$ cat src/rtl/hack_io_pkg.sv
// Shared definitions for the Hack memory-mapped UART receiver: FSM states,
// STATUS register bit positions and register-select addresses.
package hack_io_pkg;

  typedef enum logic [1:0] {
    ST_IDLE  = 2'd0,
    ST_START = 2'd1,
    ST_DATA  = 2'd2,
    ST_STOP  = 2'd3
  } rx_state_t;

  localparam logic ADDR_DATA   = 1'b0;
  localparam logic ADDR_STATUS = 1'b1;

  localparam int STAT_VALID   = 0;
  localparam int STAT_FULL    = 1;
  localparam int STAT_OVR     = 2;
  localparam int STAT_FERR    = 3;
  localparam int STAT_CNT_LSB = 4;
  localparam int STAT_CNT_W   = 4;

endpackage

$ cat src/rtl/uart_rx_fifo_mem.sv
// Byte FIFO for the UART receiver: storage, wrapping pointers and a separate
// occupancy count. The caller guarantees wr_en only when not full or popping.
module uart_rx_fifo_mem #(
  parameter int DEPTH = 8
) (
  input  logic                     clk,
  input  logic                     rst_n,
  input  logic                     wr_en,
  input  logic [7:0]               wr_data,
  input  logic                     rd_en,
  output logic [7:0]               head,
  output logic [$clog2(DEPTH):0]   count,
  output logic                     empty,
  output logic                     full
);

  localparam int PW = $clog2(DEPTH);
  localparam int CW = PW + 1;

  logic [7:0]    mem [DEPTH];
  logic [PW-1:0] wr_ptr;
  logic [PW-1:0] rd_ptr;

  // Storage carries data only, so it is left out of reset.
  always_ff @(posedge clk) begin
    if (wr_en) mem[wr_ptr] <= wr_data;
  end

  always_ff @(posedge clk or negedge rst_n) begin
    if (!rst_n) begin
      wr_ptr <= '0;
      rd_ptr <= '0;
      count  <= '0;
    end else begin
      if (wr_en) wr_ptr <= wr_ptr + 1'b1;
      if (rd_en) rd_ptr <= rd_ptr + 1'b1;
      case ({wr_en, rd_en})
        2'b10:   count <= count + 1'b1;
        2'b01:   count <= count - 1'b1;
        default: count <= count;
      endcase
    end
  end

  assign head  = mem[rd_ptr];
  assign empty = (count == '0);
  assign full  = (count == CW'(DEPTH));

endmodule

$ cat src/rtl/uart_rx_fifo.sv
// 8N1 UART receiver with a small receive FIFO and DATA/STATUS registers on the
// Hack memory map. Define UART_RX_FERR_EN to drop frames whose stop bit is low.
module uart_rx_fifo
  import hack_io_pkg::*;
#(
  parameter int CLKS_PER_BIT = 5208,
  parameter int FIFO_DEPTH   = 8
) (
  input  logic        i_CLK,
  input  logic        i_RESET_n,
  input  logic        i_Serial_RX,
  input  logic        i_ADDR,
  input  logic        i_RD,
  output logic [15:0] o_RDATA,
  output logic        o_RX_VALID
);

  localparam int BAUD_W = $clog2(CLKS_PER_BIT + 1);
  localparam int CNT_W  = $clog2(FIFO_DEPTH) + 1;
  localparam logic [BAUD_W-1:0] BIT_LAST  = BAUD_W'(CLKS_PER_BIT - 1);
  localparam logic [BAUD_W-1:0] HALF_LAST = BAUD_W'(CLKS_PER_BIT / 2 - 1);

  logic              rx_p0;
  logic              rx_p1;
  rx_state_t         state;
  logic [BAUD_W-1:0] baud_cnt;
  logic [2:0]        bit_cnt;
  logic [7:0]        rx_byte;
  logic              push_req;
  logic              frame_bad;
  logic              push;
  logic              pop;
  logic              set_ovr;
  logic              clr_flags;
  logic              ovr_flag;
  logic              ferr_flag;
  logic [7:0]        head;
  logic [CNT_W-1:0]  count;
  logic              empty;
  logic              full;
  logic [15:0]       status;
`ifdef UART_RX_FERR_EN
  logic              stop_bit;
`endif

  // Stage p0/p1: bring the asynchronous line into the clock domain.
  always_ff @(posedge i_CLK or negedge i_RESET_n) begin
    if (!i_RESET_n) begin
      rx_p0 <= 1'b1;
      rx_p1 <= 1'b1;
    end else begin
      rx_p0 <= i_Serial_RX;
      rx_p1 <= rx_p0;
    end
  end

  always_ff @(posedge i_CLK or negedge i_RESET_n) begin
    if (!i_RESET_n) begin
      state    <= ST_IDLE;
      baud_cnt <= '0;
      bit_cnt  <= '0;
      push_req <= 1'b0;
`ifdef UART_RX_FERR_EN
      stop_bit <= 1'b1;
`endif
    end else begin
      push_req <= 1'b0;
      case (state)
        ST_IDLE: begin
          baud_cnt <= '0;
          bit_cnt  <= '0;
          if (!rx_p1) state <= ST_START;
        end
        ST_START: begin
          // Mid-start-bit check: a line already back high was only a glitch.
          if (baud_cnt == HALF_LAST) begin
            baud_cnt <= '0;
            state    <= rx_p1 ? ST_IDLE : ST_DATA;
          end else begin
            baud_cnt <= baud_cnt + 1'b1;
          end
        end
        ST_DATA: begin
          if (baud_cnt == BIT_LAST) begin
            baud_cnt <= '0;
            bit_cnt  <= bit_cnt + 1'b1;
            if (bit_cnt == 3'd7) state <= ST_STOP;
          end else begin
            baud_cnt <= baud_cnt + 1'b1;
          end
        end
        ST_STOP: begin
          if (baud_cnt == BIT_LAST) begin
            baud_cnt <= '0;
            push_req <= 1'b1;
`ifdef UART_RX_FERR_EN
            stop_bit <= rx_p1;
`endif
            state    <= ST_IDLE;
          end else begin
            baud_cnt <= baud_cnt + 1'b1;
          end
        end
        default: state <= ST_IDLE;
      endcase
    end
  end

  always_ff @(posedge i_CLK) begin
    if (state == ST_DATA && baud_cnt == BIT_LAST) rx_byte <= {rx_p1, rx_byte[7:1]};
  end

`ifdef UART_RX_FERR_EN
  assign frame_bad = ~stop_bit;
`else
  assign frame_bad = 1'b0;
`endif

  // A pop in the same cycle frees the slot, so a full FIFO can still accept.
  assign pop       = i_RD & (i_ADDR == ADDR_DATA) & ~empty;
  assign push      = push_req & ~frame_bad & (~full | pop);
  assign set_ovr   = push_req & ~frame_bad & full & ~pop;
  assign clr_flags = i_RD & (i_ADDR == ADDR_STATUS);

  always_ff @(posedge i_CLK or negedge i_RESET_n) begin
    if (!i_RESET_n) begin
      ovr_flag  <= 1'b0;
      ferr_flag <= 1'b0;
    end else begin
      ovr_flag  <= set_ovr | (ovr_flag & ~clr_flags);
      ferr_flag <= (push_req & frame_bad) | (ferr_flag & ~clr_flags);
    end
  end

  uart_rx_fifo_mem #(
    .DEPTH (FIFO_DEPTH)
  ) u_mem (
    .clk     (i_CLK),
    .rst_n   (i_RESET_n),
    .wr_en   (push),
    .wr_data (rx_byte),
    .rd_en   (pop),
    .head    (head),
    .count   (count),
    .empty   (empty),
    .full    (full)
  );

  always_comb begin
    status = '0;
    status[STAT_VALID] = ~empty;
    status[STAT_FULL]  = full;
    status[STAT_OVR]   = ovr_flag;
    status[STAT_FERR]  = ferr_flag;
    status[STAT_CNT_LSB +: STAT_CNT_W] = STAT_CNT_W'(count);
  end

  assign o_RDATA    = (i_ADDR == ADDR_STATUS) ? status
                    : (empty ? 16'h0000 : {8'h00, head});
  assign o_RX_VALID = ~empty;

endmodule

$ cat config.mk
export PLATFORM = sky130hd
export DESIGN_NAME = uart_rx_fifo
export DESIGN_NICKNAME = d
export VERILOG_FILES = /design/src/rtl/hack_io_pkg.sv /design/src/rtl/uart_rx_fifo_mem.sv /design/src/rtl/uart_rx_fifo.sv
export SDC_FILE = /design/constraint.sdc
export NUM_CORES = 1
export LEC_CHECK = 0
export ABC_AREA = 1
export CORE_MARGIN = 5
export CORE_UTILIZATION = 40
export CTS_CLUSTER_SIZE = 10
export DETAILED_ROUTE_END_ITERATION = 10
export GPL_TIMING_DRIVEN = 0
export PLACE_DENSITY_LB_ADDON = 0.25
export RECOVER_POWER = 50
export SYNTH_ARGS = -nofsm -noshare
export SYNTH_HDL_FRONTEND = slang
export SYNTH_HIERARCHICAL = 1
export SYNTH_SLANG_ARGS = --single-unit
export TNS_END_PERCENT = 30
$ cat constraint.sdc
create_clock -name i_CLK -period 8.1 [get_ports i_CLK]
set_input_delay 0.81 -clock i_CLK [delete_from_list [all_inputs] [get_ports i_CLK]]
set_output_delay 0.81 -clock i_CLK [all_outputs]
set_load 0.05 [all_outputs]
=== Yosys cells after proc, flatten, opt, wreduce, memory -nomap -nowiden ===
Memory sizes are Yosys's and may differ from the RTL's.
Cells that the tools add are included.

* Register bits after elaboration: 41
* RAM bits: 64
* Output and inout bits: 17
* Word-level logic and storage cells: 75
* Memories: 1

* $add $sub $neg: 6
* Equality and inequality tests: 14
* Multiplexer cells: 19
* Bitwise operators: 15
* Reductions and logical operators: 8

{| class="wikitable"
|+ Memory list
! name !! depth !! bits a word !! rd ports !! clocked after Yosys merged registers in !! write ports !! RTL line !! source
|-
| u_mem.mem || 8 || 8 || 1 || 0 || 1 || uart_rx_fifo_mem.sv:20 || <nowiki>logic [7:0] mem [DEPTH];</nowiki>
|}

{| class="wikitable"
|+ Operator list
! cell !! number
|-
| 13-bit case mux with 3 select lines || 1
|-
| 13-bit two-way mux || 2
|-
| 8-bit two-way mux || 2
|-
| 13-bit by 1-bit adder with 13-bit output (second input constant) || 1
|-
| 13-bit by 12-bit == test with 1-bit output (second input constant) || 1
|-
| 13-bit == test (second input constant) || 1
|-
| 2-bit two-way mux || 6
|-
| 2-bit != test (second input constant) || 5
|-
| 3-bit by 1-bit adder with 3-bit output (second input constant) || 3
|-
| 1-bit bitwise AND || 8
|-
| 2-bit case mux with 4 select lines || 1
|-
| 4-bit case mux with 2 select lines || 1
|-
| 2-bit == test (second input constant) || 3
|-
| 3-bit case mux with 2 select lines || 1
|-
| 1-bit NOT || 5
|-
| 5-bit AND reduction || 1
|-
| 4-bit by 1-bit adder with 4-bit output (second input constant) || 1
|-
| 2-bit by 1-bit == test with 1-bit output (second input constant) || 2
|-
| 4-bit == test (second input constant) || 1
|-
| 4-bit logical NOT || 1
|-
| 1-bit two-way mux || 4
|-
| 2-bit nonzero test || 2
|-
| 4-bit by 1-bit subtractor with 4-bit output (second input constant) || 1
|-
| 3-bit == test (second input constant) || 1
|-
| 6 further kinds || 7
|}

=== Longest topological paths before layout ===
* Depth after elaboration: 7
* Mapped depth: 16

=== By module ===
The synthesis kept the hierarchy.

{| class="wikitable"
|+ By module, submodules not included
! module !! instances !! cells an instance !! area an instance (um^2) !! sequential area each (um^2)
|-
| uart_rx_fifo_mem || 1 || 258 || 3101.7 || 2172.1
|-
| uart_rx_fifo || 1 || 197 || 1659.1 || 818.3
|}

=== Least setup slack after synthesis ===
OpenSTA, ideal clock, no wires.

* Path type: input to register
* Start: input i_ADDR
* End: memory u_mem.mem[0][0], enable pin
* Setup time: 370 ps
* Data arrival time: 2630 ps
* Setup slack: 5100 ps
* Cell stages on the path: 8
* Cell sequence: buf_2 nor2_1 inv_1 nor2_1 o21a_1 inv_2 or2_2 nor2_1

* Word-level cells in the longest chain between the ends: 7

{| class="wikitable"
|+ Ends and longest elaborated chain
! element !! RTL line !! source
|-
| start, declared || uart_rx_fifo.sv:12 || <nowiki>input logic i_ADDR,</nowiki>
|-
| 1-bit NOT || uart_rx_fifo.sv:120 || <nowiki>assign pop = i_RD & (i_ADDR == ADDR_DATA) & ~empty;</nowiki>
|-
| 1-bit bitwise AND (2 in a row) || uart_rx_fifo.sv:120 ||
|-
| net pop || uart_rx_fifo.sv:32 || <nowiki>logic pop;</nowiki>
|-
| 1-bit OR || uart_rx_fifo.sv:121 || <nowiki>assign push = push_req & ~frame_bad & (~full | pop);</nowiki>
|-
| 1-bit bitwise AND || uart_rx_fifo.sv:121 ||
|-
| net push || uart_rx_fifo.sv:31 || <nowiki>logic push;</nowiki>
|-
| 1-bit two-way mux || uart_rx_fifo_mem.sv:26 || <nowiki>if (wr_en) mem[wr_ptr] <= wr_data;</nowiki>
|-
| 1-bit two-way mux (implied by the code) || uart_rx_fifo_mem.sv:26 ||
|-
| end, declared || uart_rx_fifo_mem.sv:20 ||
|}

The timed path passes the listed nets, and every way through them passes these cells.

=== Worst setup path in the final report ===
* Start: register u_mem.rd_ptr[1]
* End: output o_RDATA[7]

* Word-level cells in the longest chain between the ends: 3

{| class="wikitable"
|+ Ends and longest elaborated chain
! element !! RTL line !! source
|-
| start, declared || uart_rx_fifo_mem.sv:22 || <nowiki>logic [PW-1:0] rd_ptr;</nowiki>
|-
| start signal, assigned || uart_rx_fifo_mem.sv:36 || <nowiki>if (rd_en) rd_ptr <= rd_ptr + 1'b1;</nowiki>
|-
| memory read 8 x 8 bit || -- ||
|-
| net head[7] || uart_rx_fifo.sv:37 || <nowiki>logic [7:0] head;</nowiki>
|-
| 8-bit two-way mux || uart_rx_fifo.sv:159 || <nowiki>: (empty ? 16'h0000 : {8'h00, head});</nowiki>
|-
| 8-bit two-way mux || uart_rx_fifo.sv:158 || <nowiki>assign o_RDATA = (i_ADDR == ADDR_STATUS) ? status</nowiki>
|-
| end, declared || uart_rx_fifo.sv:14 || <nowiki>output logic [15:0] o_RDATA,</nowiki>
|}

The timed path passes the listed nets, and every way through them passes these cells.

==> run metrics <==
status finished with violations; failing checks capacitance limit, slew limit; first-pass GRT wire length 15.9 mm; Worst R2R Setup Slack 4.72 ns; Setup Fix Bufs, Post-CTS 0; Distinct cells, synth 35; drt initial violations 191; clk_lat worst skew 0.33 ns; die width 119 um; Fmax 284 MHz; nets 498; Max Root-Sink Buffers 2; minimum clock period 3.52 ns; CTS tree yes; crit-path most repeated cell nand2_1; final wirelength 9.50 mm; sequential share of the synthesized area 0.628; routed length on met3 511 um; Worst Hold Path EP rx_p1; total power 1.59 mW; WP buf/inv 3; DR WL met2 4.58 mm; count leader, synth nand2_1; DRC 0; top-level I/O count 22; GRT Total Usage 0.141; critical path data arrival time 2.71 ns; diode count 0; die area 0.0142 mm^2; initial antenna violation count 0; vias 3,188; top fanout value on the critical path 10; Crit path max-delay family buffers and inverters; RR Endpoint u_mem/mem[0][4]; reg2reg path depth 9; GPL Wtd Cong 0.842; post_cts resized 0; CTS root buf clkbuf_16; hold_sp rx_p0; CORE AREA 0.0116 mm^2; Post-synth EDFFs 72; CP Capture Type primary output; row cnt 39; Max Slew Vio Count 34; Slew headroom -0.198; CTS sink cnt 105; met1 wire length 4.21 mm; Pwr Density 296 mW/mm^2; CP peak stage delay 0.81 ns; reg-to-reg startpoint u_mem/count[1]; Fillers 1,053; hold_buf cts 0; Final period util 0.434; final hold violations 0; Clock transition at path regs 0.07 ns; area grow syn2layout 13.2%; static leakage 2.18 nW; Port-buffer cells 12; clk_skew 0.00685 ns; GR Overflow Total 0; Worst EP required 7.29 ns; Max Used Layer met4; Vias/cell 5.04; Yosys top cell area share 0.454; Antenna Violating Nets Remaining 0; Synth top cells by count nand2_1 (91), edfxtp_1 (72), nor2_1 (69); critical path class reg2out; CTS buffer count 9; synthesized instance count 455; DP HPWL 6.53 mm; #FFs+latches synth 105; syn avg cell area 10.5 um^2; Max H-tree Level 3; pin count of the biggest net entering global routing 34; Max Cap Violations 1; post-route cell area 0.00539 mm^2; leading area contributor after synthesis edfxtp_1; Cell Area, Synth 0.00476 mm^2; worst slew pin tran 1.80 ns; Initial Util 0.412; slowest stage cell, crit path clkdlybuf4s50_1; die height 119 um; drt wl/cell 15.0 um; share of cells above drive strength 1 0.133; FFs w/ async S/R, synth 0.314; synthesis warning total 6; final setup violation count 0; min-delay worst type reg2reg; hold path depth 0; Critical Path, Cell by Cell inv_2, buf_4, o21ai_2, o22ai_1, nand2_1, nand2_1, a22o_1, clkdlybuf4s50_1; dpl cell area 0.00508 mm^2; RSZ-0062 raised after global routing no; vias in the first global route 3,149; Peak VDD IR 0.122 mV; setup TNS 0 ns; critical path startpoint category flip-flop; Pre-Repair DR Iteration Count 4; synth top area cells edfxtp_1 (45%), dfrtp_1 (16%), nand2_1 (7.2%); top_reg_cell synth edfxtp_1
[worst max path at each step]
stage                      end             from  cells past startpoint  slack [ns]
5_1_grt             o_RDATA[6]  u_mem/rd_ptr[1]                      8        4.47
6_report            o_RDATA[7]  u_mem/rd_ptr[1]                      8        4.58
3_3_place_gp   u_mem/mem[4][1]           i_ADDR                      8        4.49
2_1_floorplan  u_mem/mem[0][0]           i_ADDR                      8        5.10
4_1_cts             o_RDATA[5]  u_mem/rd_ptr[1]                      8        4.56
3_5_place_dp   u_mem/mem[0][1]           i_ADDR                      8        4.51
[cells by family after synthesis]
logic type | count (synthesis) | synth area share
buf+inv | 62 | 0.0631
compound gates | 72 | 0.0917
xor+xnor | 9 | 0.0166
other cells | 1 | 0.000788
flops | 105 | 0.628
fa+ha+maj | 8 | 0.0210
simple gates | 198 | 0.179
[layer usage]
metal | global-route usage | up-vias
li1 | - | 1572
met1 | 0.180 | 1521
met2 | 0.233 | 82
met3 | 0.0246 | 13
met4 | 0.0644 | 0
met5 | 0 | -
[power breakdown]
part,leakage [nW],internal (mW),switching (mW),total [mW]
logic,0.965,0.184,0.352,0.536
registers,1.07,0.586,0.0303,0.616
clock network,0.149,0.246,0.196,0.442
total,2.18,1.02,0.578,1.59
[worst reg2reg max path, stage by stage (launching register included)]
cell and delay [ns]:
dfrtp_1 0.44, or2_1 0.15, nor3_1 0.08, nor2_1 0.44, inv_1 0.08, nor2_1 0.46, o21a_1 0.26, inv_2 0.07
or2_2 0.34, nor2_1 0.69
[layout make-up]
| class | count | area [um^2] | share of cell area |
|---|---|---|---|
| Timing Repair Buffer | 12 | 114 | 0.0211 |
| Tap cell | 143 | 179 | 0.0332 |
| Sequential cell | 105 | 2990 | 0.555 |
| Inverter | 44 | 165 | 0.0306 |
| Multi-Input combinational cell | 295 | 1500 | 0.278 |
| Buffer | 18 | 135 | 0.0251 |
| Clock inverter | 7 | 83.8 | 0.0156 |
| Clock buffer | 9 | 225 | 0.0418 |
[cell usage in the layout (no fill, tap or decap), types with 2 or more instances in the layout]
cell	n
a21oi_1	6
a22o_1	5
buf_2	3
buf_4	13
buf_6	2
clkbuf_16	9
clkdlybuf4s50_1	9
conb_1	8
dfrtp_1	31
dlygate4sd3_1	2
edfxtp_1	72
ha_1	8
inv_1	34
inv_2	10
inv_6	3
nand2_1	91
nand2_2	3
nand3_1	12
nand4_1	5
nor2_1	69
nor2_4	3
nor3_1	6
o21ai_0	16
o21ai_1	18
o21ai_2	9
o22ai_1	16
or2_1	2
xnor2_1	2
xor2_1	7
[per-stage QoR]
stage / setup WS (ns) / instances / hold WS (ns) / util
after floorplan: 5.10 / 462 / 0.345 / -
after global placement: 4.49 / 617 / 0.345 / 0.440
after detailed placement: 4.51 / 617 / 0.349 / 0.439
after CTS: 4.56 / 633 / 0.359 / 0.466
after global routing: 4.47 / 633 / 0.366 / 0.466
final: 4.58 / 633 / 0.362 / 0.466
[registers in the layout (all words and copies together) (netlist names), named ones only]
register and flops:
ferr_flag 1, rx_p0 1, u_mem/count 4, rx_byte 8, rx_p1 1, u_mem/mem 64, u_mem/wr_ptr 3, bit_cnt 3
push_req 1, u_mem/rd_ptr 3, ovr_flag 1, baud_cnt 13, state 1
(Power assumes the default switching activity.)
